$ cat src/rtl/uart_rx_deserializer_if.sv
// Receiver-side bundle: serial pin in, byte holding register and status pulses out.
interface uart_rx_deserializer_if;
    logic       rx;
    logic       data_ack;
    logic [7:0] data_out;
    logic       data_valid;
    logic       parity_error;
    logic       frame_error;
    logic       overrun;
    logic       busy;

    modport master (
        input  rx,
        input  data_ack,
        output data_out,
        output data_valid,
        output parity_error,
        output frame_error,
        output overrun,
        output busy
    );

    modport slave (
        output rx,
        output data_ack,
        input  data_out,
        input  data_valid,
        input  parity_error,
        input  frame_error,
        input  overrun,
        input  busy
    );
endinterface

$ cat src/rtl/uart_rx_deserializer.sv
// Oversampling 8E1 UART receiver: mid-bit sampling, parity/stop checking,
// single-entry valid/ack holding register for the downstream consumer.
module uart_rx_deserializer #(
    parameter int unsigned CLKS_PER_BIT = 434,
    parameter int unsigned HALF_BIT     = CLKS_PER_BIT / 2
) (
    input  logic                   clock,
    input  logic                   reset,
    uart_rx_deserializer_if.master bus
);

    localparam int unsigned CNT_W = $clog2(CLKS_PER_BIT);
    localparam logic [CNT_W-1:0] HALF_LAST = CNT_W'(HALF_BIT - 1);
    localparam logic [CNT_W-1:0] BIT_LAST  = CNT_W'(CLKS_PER_BIT - 1);

    typedef enum logic [2:0] {
        S_IDLE   = 3'd0,
        S_START  = 3'd1,
        S_DATA   = 3'd2,
        S_PARITY = 3'd3,
        S_STOP   = 3'd4,
        S_BREAK  = 3'd5
    } state_t;

    logic             r_sync1;
    logic             r_rx_s;
    state_t           r_state;
    state_t           w_state_next;
    logic [CNT_W-1:0] r_cnt;
    logic [2:0]       r_bit_idx;
    logic [7:0]       r_shift;
    logic             r_par_acc;
    logic             r_par_ok;
    logic [7:0]       r_data_out;
    logic             r_data_valid;
    logic             r_parity_error;
    logic             r_frame_error;
    logic             r_overrun;
    logic             r_busy;

    logic             w_bit_end;
    logic             w_data_tick;
    logic             w_load;
    logic             w_perr;
    logic             w_ferr;
    logic             w_ovr;

    // Two-flop synchroniser; the FSM only ever looks at r_rx_s
    always_ff @(posedge clock or posedge reset) begin
        if (reset) begin
            r_sync1 <= 1'b1;
            r_rx_s  <= 1'b1;
        end else begin
            r_sync1 <= bus.rx;
            r_rx_s  <= r_sync1;
        end
    end

    always_ff @(posedge clock or posedge reset) begin
        if (reset) r_state <= S_IDLE;
        else       r_state <= w_state_next;
    end

    assign w_bit_end   = (r_cnt == BIT_LAST);
    assign w_data_tick = (r_state == S_DATA) && w_bit_end;

    always_comb begin
        w_state_next = r_state;
        case (r_state)
            S_IDLE:   if (!r_rx_s) w_state_next = S_START;
            S_START:  if (r_cnt == HALF_LAST) w_state_next = r_rx_s ? S_IDLE : S_DATA;
            S_DATA:   if (w_bit_end && (r_bit_idx == 3'd7)) w_state_next = S_PARITY;
            S_PARITY: if (w_bit_end) w_state_next = S_STOP;
            S_STOP:   if (w_bit_end) w_state_next = r_rx_s ? S_IDLE : S_BREAK;
            S_BREAK:  if (r_rx_s) w_state_next = S_IDLE;
            default:  w_state_next = S_IDLE;
        endcase
    end

    // Stop-bit verdict; a same-cycle ack frees the holding register for the new byte
    always_comb begin
        w_load = 1'b0;
        w_perr = 1'b0;
        w_ferr = 1'b0;
        w_ovr  = 1'b0;
        if ((r_state == S_STOP) && w_bit_end) begin
            if (!r_rx_s)                           w_ferr = 1'b1;
            else if (!r_par_ok)                    w_perr = 1'b1;
            else if (!r_data_valid || bus.data_ack) w_load = 1'b1;
            else                                   w_ovr  = 1'b1;
        end
    end

    // Baud counter restarts on every state change and at each data bit boundary
    always_ff @(posedge clock or posedge reset) begin
        if (reset) begin
            r_cnt <= '0;
        end else if ((w_state_next != r_state) || w_data_tick) begin
            r_cnt <= '0;
        end else begin
            r_cnt <= r_cnt + CNT_W'(1);
        end
    end

    always_ff @(posedge clock or posedge reset) begin
        if (reset) begin
            r_bit_idx <= 3'd0;
            r_shift   <= 8'd0;
            r_par_acc <= 1'b0;
            r_par_ok  <= 1'b0;
        end else begin
            if ((r_state == S_START) && (w_state_next == S_DATA)) begin
                r_bit_idx <= 3'd0;
                r_par_acc <= 1'b0;
            end else if (w_data_tick) begin
                r_shift[r_bit_idx] <= r_rx_s;
                r_par_acc          <= r_par_acc ^ r_rx_s;
                r_bit_idx          <= r_bit_idx + 3'd1;
            end
            if ((r_state == S_PARITY) && w_bit_end) r_par_ok <= (r_rx_s == r_par_acc);
        end
    end

    always_ff @(posedge clock or posedge reset) begin
        if (reset) begin
            r_data_out     <= 8'd0;
            r_data_valid   <= 1'b0;
            r_parity_error <= 1'b0;
            r_frame_error  <= 1'b0;
            r_overrun      <= 1'b0;
            r_busy         <= 1'b0;
        end else begin
            if (w_load) begin
                r_data_out   <= r_shift;
                r_data_valid <= 1'b1;
            end else if (bus.data_ack) begin
                r_data_valid <= 1'b0;
            end
            r_parity_error <= w_perr;
            r_frame_error  <= w_ferr;
            r_overrun      <= w_ovr;
            r_busy         <= (w_state_next != S_IDLE);
        end
    end

    assign bus.data_out     = r_data_out;
    assign bus.data_valid   = r_data_valid;
    assign bus.parity_error = r_parity_error;
    assign bus.frame_error  = r_frame_error;
    assign bus.overrun      = r_overrun;
    assign bus.busy         = r_busy;

endmodule

$ cat src/flat_wrapper.sv
// flat-port wrapper written by rule: the top's interface ports become plain ports
module uart_rx_deserializer_flat 
#(
    parameter int unsigned CLKS_PER_BIT = 434,
    parameter int unsigned HALF_BIT     = CLKS_PER_BIT / 2
)
  (clock, reset, bus_rx, bus_data_ack, bus_data_out, bus_data_valid, bus_parity_error, bus_frame_error, bus_overrun, bus_busy);
  uart_rx_deserializer_if bus_i ();
  input  logic clock;
  input  logic reset;
  input wire logic [$bits(bus_i.rx)-1:0] bus_rx;
  input wire logic [$bits(bus_i.data_ack)-1:0] bus_data_ack;
  output wire logic [$bits(bus_i.data_out)-1:0] bus_data_out;
  output wire logic [$bits(bus_i.data_valid)-1:0] bus_data_valid;
  output wire logic [$bits(bus_i.parity_error)-1:0] bus_parity_error;
  output wire logic [$bits(bus_i.frame_error)-1:0] bus_frame_error;
  output wire logic [$bits(bus_i.overrun)-1:0] bus_overrun;
  output wire logic [$bits(bus_i.busy)-1:0] bus_busy;
  assign bus_i.rx = bus_rx;
  assign bus_i.data_ack = bus_data_ack;
  assign bus_data_out = bus_i.data_out;
  assign bus_data_valid = bus_i.data_valid;
  assign bus_parity_error = bus_i.parity_error;
  assign bus_frame_error = bus_i.frame_error;
  assign bus_overrun = bus_i.overrun;
  assign bus_busy = bus_i.busy;
  uart_rx_deserializer #(.CLKS_PER_BIT(CLKS_PER_BIT), .HALF_BIT(HALF_BIT)) u_core (.clock(clock), .reset(reset), .bus(bus_i));
endmodule
$ cat config.mk
export PLATFORM = sky130hd
export DESIGN_NAME = uart_rx_deserializer_flat
export DESIGN_NICKNAME = d
export VERILOG_FILES = /design/src/rtl/uart_rx_deserializer_if.sv /design/src/rtl/uart_rx_deserializer.sv /design/src/flat_wrapper.sv
export SDC_FILE = /design/constraint.sdc
export NUM_CORES = 1
export LEC_CHECK = 0
export ABC_AREA = 0
export CAP_MARGIN = 20
export CORE_MARGIN = 2
export CORE_UTILIZATION = 53
export DETAILED_ROUTE_END_ITERATION = 10
export PLACE_DENSITY = 0.74
export SLEW_MARGIN = 0
export SYNTH_ARGS = -nofsm -noshare
export SYNTH_HDL_FRONTEND = slang
export SYNTH_SLANG_ARGS = --single-unit
$ cat constraint.sdc
create_clock -name clock -period 5.93 [get_ports clock]
set_input_delay 0.593 -clock clock [delete_from_list [all_inputs] [get_ports clock]]
set_output_delay 0.593 -clock clock [all_outputs]
set_load 0.005 [all_outputs]
After elaboration in Yosys (flattened, before gate mapping)
Cells that the tools add are included.
{"block": "totals", "register_bits": 40}
{"block": "op_classes", "add_sub_neg": 2, "order_cmp": 2, "eq_ne": 11, "n_mux": 32, "n_bitwise": 2, "n_reduce_logical": 14}
{"cell": "$mux 3", "count": 9}
{"cell": "$mux 1", "count": 18}
{"cell": "$pmux 3 s6", "count": 1}
{"cell": "$add 9x1->9 const B", "count": 1}
{"cell": "$eq 3x2->1 const B", "count": 3}
{"cell": "$eq 3x3->1 const B", "count": 3}
{"cell": "$eq 9x8->1 const B", "count": 1}
{"cell": "$eq 9x9->1 const B", "count": 1}
{"cell": "$mux 9", "count": 1}
{"cell": "$bwmux 8", "count": 1}
{"cell": "$logic_and 1x1->1", "count": 6}
{"cell": "$lt 3x4->1 const B", "count": 1}
{"cell": "$reduce_bool 2->1", "count": 2}
{"cell": "$add 3x1->3 const B", "count": 1}
{"cell": "$demux 1 s3", "count": 1}
{"cell": "$eq 3x1->1 const B", "count": 1}
{"cell": "$ge 3x1->1 const B", "count": 1}
{"cell": "$logic_not 3->1", "count": 1}
{"cell": "$ne 3x3->1", "count": 1}
{"cell": "$reduce_bool 3->1", "count": 1}
{"cell": "$logic_or 1x1->1", "count": 2}
{"cell": "$mux 2", "count": 1}
{"cell": "$reduce_and 2->1", "count": 1}
{"cell": "$eq 1x1->1", "count": 1}
{"cell": "3 further kinds", "count": 3}

Logic depth before layout (Yosys ltp)
{"block": "logic_depth", "depth_word": 8, "mapped_depth": 7, "mapped_depth_nobuf": 6}

Worst setup path before layout
Ideal clock, no wire load.
{"block": "synth_path", "kind": "reg-to-reg", "start": "register u_core.r_cnt[1]", "end": "register u_core.r_shift[2]", "setup_time_ps": 128, "arrival_ps": 1960, "t_required_ps": 5802, "path_slack_ps": 3843, "stages_incl_launch_ff": 7, "n_path_buf": 0, "path_cell_list": "dfrtp_1 > inv_1 > ha_1 > nand4bb_1 > or4_4 > nor4b_2 > mux2_1"}
{"block": "synth_between", "elab_chain_cells": 8}
{"element": "start: declaration", "line_no": "uart_rx_deserializer.sv:29", "source": "logic [CNT_W-1:0] r_cnt;"}
{"element": "start signal: assignment", "line_no": "uart_rx_deserializer.sv:101", "source": "r_cnt <= r_cnt + CNT_W'(1);"}
{"element": "$eq 9x9->1", "line_no": "uart_rx_deserializer.sv:64", "source": "assign w_bit_end = (r_cnt == BIT_LAST);"}
{"element": "$logic_and 1x1->1", "line_no": "uart_rx_deserializer.sv:72", "source": "S_DATA: if (w_bit_end && (r_bit_idx == 3'd7)) w_state_next = S_PARITY;"}
{"element": "$mux 3", "line_no": "uart_rx_deserializer.sv:72"}
{"element": "$pmux 3 s6", "line_no": "uart_rx_deserializer.sv:69", "source": "case (r_state)"}
{"element": "$eq 3x2->1", "line_no": "uart_rx_deserializer.sv:112", "source": "if ((r_state == S_START) && (w_state_next == S_DATA)) begin"}
{"element": "$logic_and 1x1->1", "line_no": "uart_rx_deserializer.sv:112"}
{"element": "$not 1->1 (no source line)"}
{"element": "$reduce_and 2->1 (no source line) (*)"}
{"element": "end signal: indexed assignment", "line_no": "uart_rx_deserializer.sv:116", "source": "r_shift[r_bit_idx] <= r_rx_s;"}
{"element": "end: declaration", "line_no": "uart_rx_deserializer.sv:31", "source": "logic [7:0] r_shift;"}
Mark *: on every way between the ends. The rest lies on a longest branch, timed or not.
A chain may end at the register's enable or synchronous reset.

Worst setup path in the final report
{"block": "layout_path", "start": "register u_core.r_state[2]", "end": "register u_core.r_data_out[7], in the netlist u_core.bus.data_out[7]"}
{"block": "layout_between", "elab_chain_cells": 3}
{"element": "start: declaration", "line_no": "uart_rx_deserializer.sv:27", "source": "state_t r_state;"}
{"element": "start signal: assignment", "line_no": "uart_rx_deserializer.sv:61", "source": "else r_state <= w_state_next;"}
{"element": "$eq 3x3->1", "line_no": "uart_rx_deserializer.sv:86", "source": "if ((r_state == S_STOP) && w_bit_end) begin"}
{"element": "$logic_and 1x1->1", "line_no": "uart_rx_deserializer.sv:86"}
{"element": "$mux 1", "line_no": "uart_rx_deserializer.sv:86"}
{"element": "end signal: assignment", "line_no": "uart_rx_deserializer.sv:134", "source": "r_data_out <= r_shift;"}
{"element": "end: declaration", "line_no": "uart_rx_deserializer.sv:34", "source": "logic [7:0] r_data_out;"}
Every way passes these cells.

==> results.tsv <==
stage	metric	value	unit
outcome	status	finished clean	
clock_tree	ctsHoldBuffers	0	
sta	slew_headroom	30.1	%
floorplan	core	3690	sq um
power_and_ir_drop	p_int	0.370	mW
sta	hold_viol_final	0	
floorplan	ios	17	
route	wl_met3	126	um
yosys	ys_types	46	
route	wirelength	3.74	mm
route	dr.max_layer_used	met4	
floorplan	fp-row-count	22	
global_routing	grt_max_degree	41	
yosys	synth-edff-count	0	
sta	tightest_slew	1.05	ns
place	numPortBuffers	16	
power_and_ir_drop	pwr-share-comb	2.2	%
power_and_ir_drop	p_seq_share	58.6	%
yosys	synthTopCellsByArea	dfrtp_1 (46%), mux2_2 (8.8%), a211oi_1 (3.3%), ha_1 (3.1%), dfstp_2 (2.6%)	
route	first_pass_iters	4	
layout	diodes	0	
power_and_ir_drop	p_total	0.471	mW
layout	nNetsFinal	207	
worst_setup_path	cp-end-kind	flip-flop	
yosys	yosysSeqAreaShare	49.0	%
route	ant_nets	0	
sta	timing.final.ws_setup	3.59	ns
clock_tree	clock_path_buffers	2	
clock_tree	cts_resized	0	
power_and_ir_drop	ir_drop	0.109	mV
sta	setup_viol	0	
global_routing	grt_pass1_wl	6.53	mm
layout	design_area	2320	sq um
route	drc	0	
worst_setup_path	cp-start-kind	flip-flop	
power_and_ir_drop	power_density	203	nW/um^2
route	wl_met1	1.65	mm
global_routing	grt_overflow	0	
place	post-dp-hpwl	2.60	mm
yosys	synth_seq_cells	40	
layout	drive_gt1_share	18.1	%
yosys	syn_nets	194	
worst_setup_path	required	6.10	ns
power_and_ir_drop	switching_share	21.5	%
sta	setup_tns	0	ns
clock_tree	clock_latency	0.29	ns
place	preCtsSetupSlack	3.58	ns
global_routing	grt_use_total	19.9	%
yosys	ys_warn_count	0	
route	met2_length	1.92	mm
route	viasPerCell	6.02	
power_and_ir_drop	power.share.clock	39.2	%
worst_setup_path	cp.arrival	2.52	ns
yosys	syn_area_per_cell	11.1	sq um
yosys	synthArstFlopShare	100	%
sta	whs	0.359	ns
sta	fmax	427	MHz
route	drt_iter0_drc	54	
clock_tree	cts_root_buf	clkbuf_8	
yosys	synth_ff_type	dfrtp_1	
worst_setup_path	setup.worst_path.class	flip-flop to flip-flop	
yosys	synth_top_area_share	46.5	%
floorplan	die_area	4380	sq um
sta	drv_slew	0	
floorplan	die_w	66.1	um
sta	period_needed	2.34	ns
yosys	synthCells	185	
sta	fin_crit_sh	39.5	%
layout	syn_to_final_growth	13.5	%
power_and_ir_drop	switchingPower	0.101	mW
sta	rsz0062_at_grt	false	
global_routing	antenna_found_initial	0	
floorplan	start_util	55.5	%
min_path	hold_class	flip-flop to flip-flop	
clock_tree	numCtsBuffers	5	
route	num_vias	1486	
floorplan	die_h	66.1	um
clock_tree	htreeDepth	2	
sta	finalClockSkew	0.00831	ns
clock_tree	post_cts_buffers	0	
place	gp_congestion	0.865	
place	place_area	2230	sq um
route	routedWlPerCell	15.1	um
flow_run	max-cap-violations	0	
clock_tree	clkTransAtPathRegs	0.07	ns
worst_setup_path	worstPathMaxFanout	17	
clock_tree	cts.sinks	40	
clock_tree	cts_tree	yes	
yosys	netlist_area	2050	sq um
yosys	synth_largest_area_cell	dfrtp_1	
global_routing	grt_pass1_vias	1416	
power_and_ir_drop	leakage	0.971	nW
cell usage in the layout (no fill, tap or decap), types with 2 or more instances in the layout:
master	n
and3b_1	3
a31oi_1	2
xnor2_1	6
or3_1	2
nand4b_1	4
dfrtp_1	38
nand4_1	4
nand3_1	7
nand2_1	13
ha_1	5
a21oi_1	3
nand4bb_1	2
a22o_1	4
o31a_1	2
mux2_2	16
clkbuf_8	6
nand2b_1	3
nor2_1	7
inv_1	5
nor3b_1	2
dfstp_2	2
a211oi_1	9
clkdlybuf4s50_1	16
nor3_1	9
a21o_1	2
clkinv_2	2
nor4b_2	2
o21ai_0	4
through the flow:
step,std cells,util (%)
after global routing,247,63.0
final,247,63.0
after detailed placement,239,60.5
after global placement,239,60.5
after floorplan,185,-
after CTS,247,63.0
area by class of cell:
class	instances	area, sq um
fill	306	1370
multi-input combinational	129	981
clock inverter	2	10.0
inverter	5	18.8
tap	48	60.1
timing repair buffer	17	168
sequential	40	1000
clock buffer	6	82.6
synth_stat cells (2+ instances only):
library cell   n
xnor2_1        6
buf_2          2
nand3_1        7
o31a_1         2
a21o_1         2
clkbuf_1       8
dfstp_2        2
dfrtp_1       38
nand4bb_1      2
ha_1           5
nor3b_1        2
nand2_1       13
a211oi_1       9
inv_1          5
and3b_1        3
nand4b_1       4
mux2_2        16
a22o_1         4
nor4b_2        2
nor2_1         7
a31oi_1        2
a21oi_1        3
o21ai_0        4
or3_1          2
nand2b_1       3
nand4_1        4
nor3_1         9
sequential cells by signal (all words and copies together), names as in the netlist, 3 cells and up:
signal and count:
u_core.r_bit_idx 3, u_core.r_shift 8, u_core.r_cnt 9, u_core.bus.data_out 8, u_core.r_state 3
power by group through the flow:
stage	sequential, mW	clock, mW	combinational [mW]
2_1_floorplan	0.279	0	0.00805
3_3_place_gp	0.281	0	0.0106
3_5_place_dp	0.281	0	0.0110
4_1_cts	0.276	0.188	0.0111
5_1_grt	0.276	0.201	0.0123
6_report	0.276	0.185	0.0105
metal layers:
layer  GRT usage [%]  vias up
met5               0        -
met4            7.40        0
met3            4.77        6
met2            32.4       30
met1            25.6      737
li1                -      713
cell families (layout without fill, tap and decap cells):
group                      Yosys count  count (layout)  synth area share (%)
and+or+nand+nor                     69              69                  21.6
buffers and inverters               16              30                  3.06
DFF                                 40              40                  49.0
adders and majority gates            5               5                  3.06
xor gates and xnor gates             7               7                  3.00
AOI/OAI and AO/OA                   31              31                  10.9
muxes                               17              17                  9.35
worst paths after layout:
| kind | from | end | slack, ns | depth (start not counted) |
|---|---|---|---|---|
| hold reg to reg | u_core.r_sync1 | u_core.r_rx_s | 0.36 | 0 |
| hold / removal | u_core.r_sync1 | u_core.r_rx_s | 0.36 | 0 |
| min in group asynchronous | reset | u_core.bus.data_valid | 0.72 | 3 |
| max in group asynchronous | reset | u_core.r_rx_s | 4.85 | 3 |
| setup / recovery | u_core.r_state[2] | u_core.bus.data_out[7] | 3.59 | 4 |
| setup reg to reg | u_core.r_state[2] | u_core.bus.data_out[7] | 3.59 | 4 |
critical path, cell delays in order (launching register included):
cell and delay (ns):
dfrtp_1 0.63, nor3b_1 0.45, nand3_1 0.17, nor3b_2 0.57, mux2_2 0.40
No activity file was read; power rests on OpenSTA's default activity.
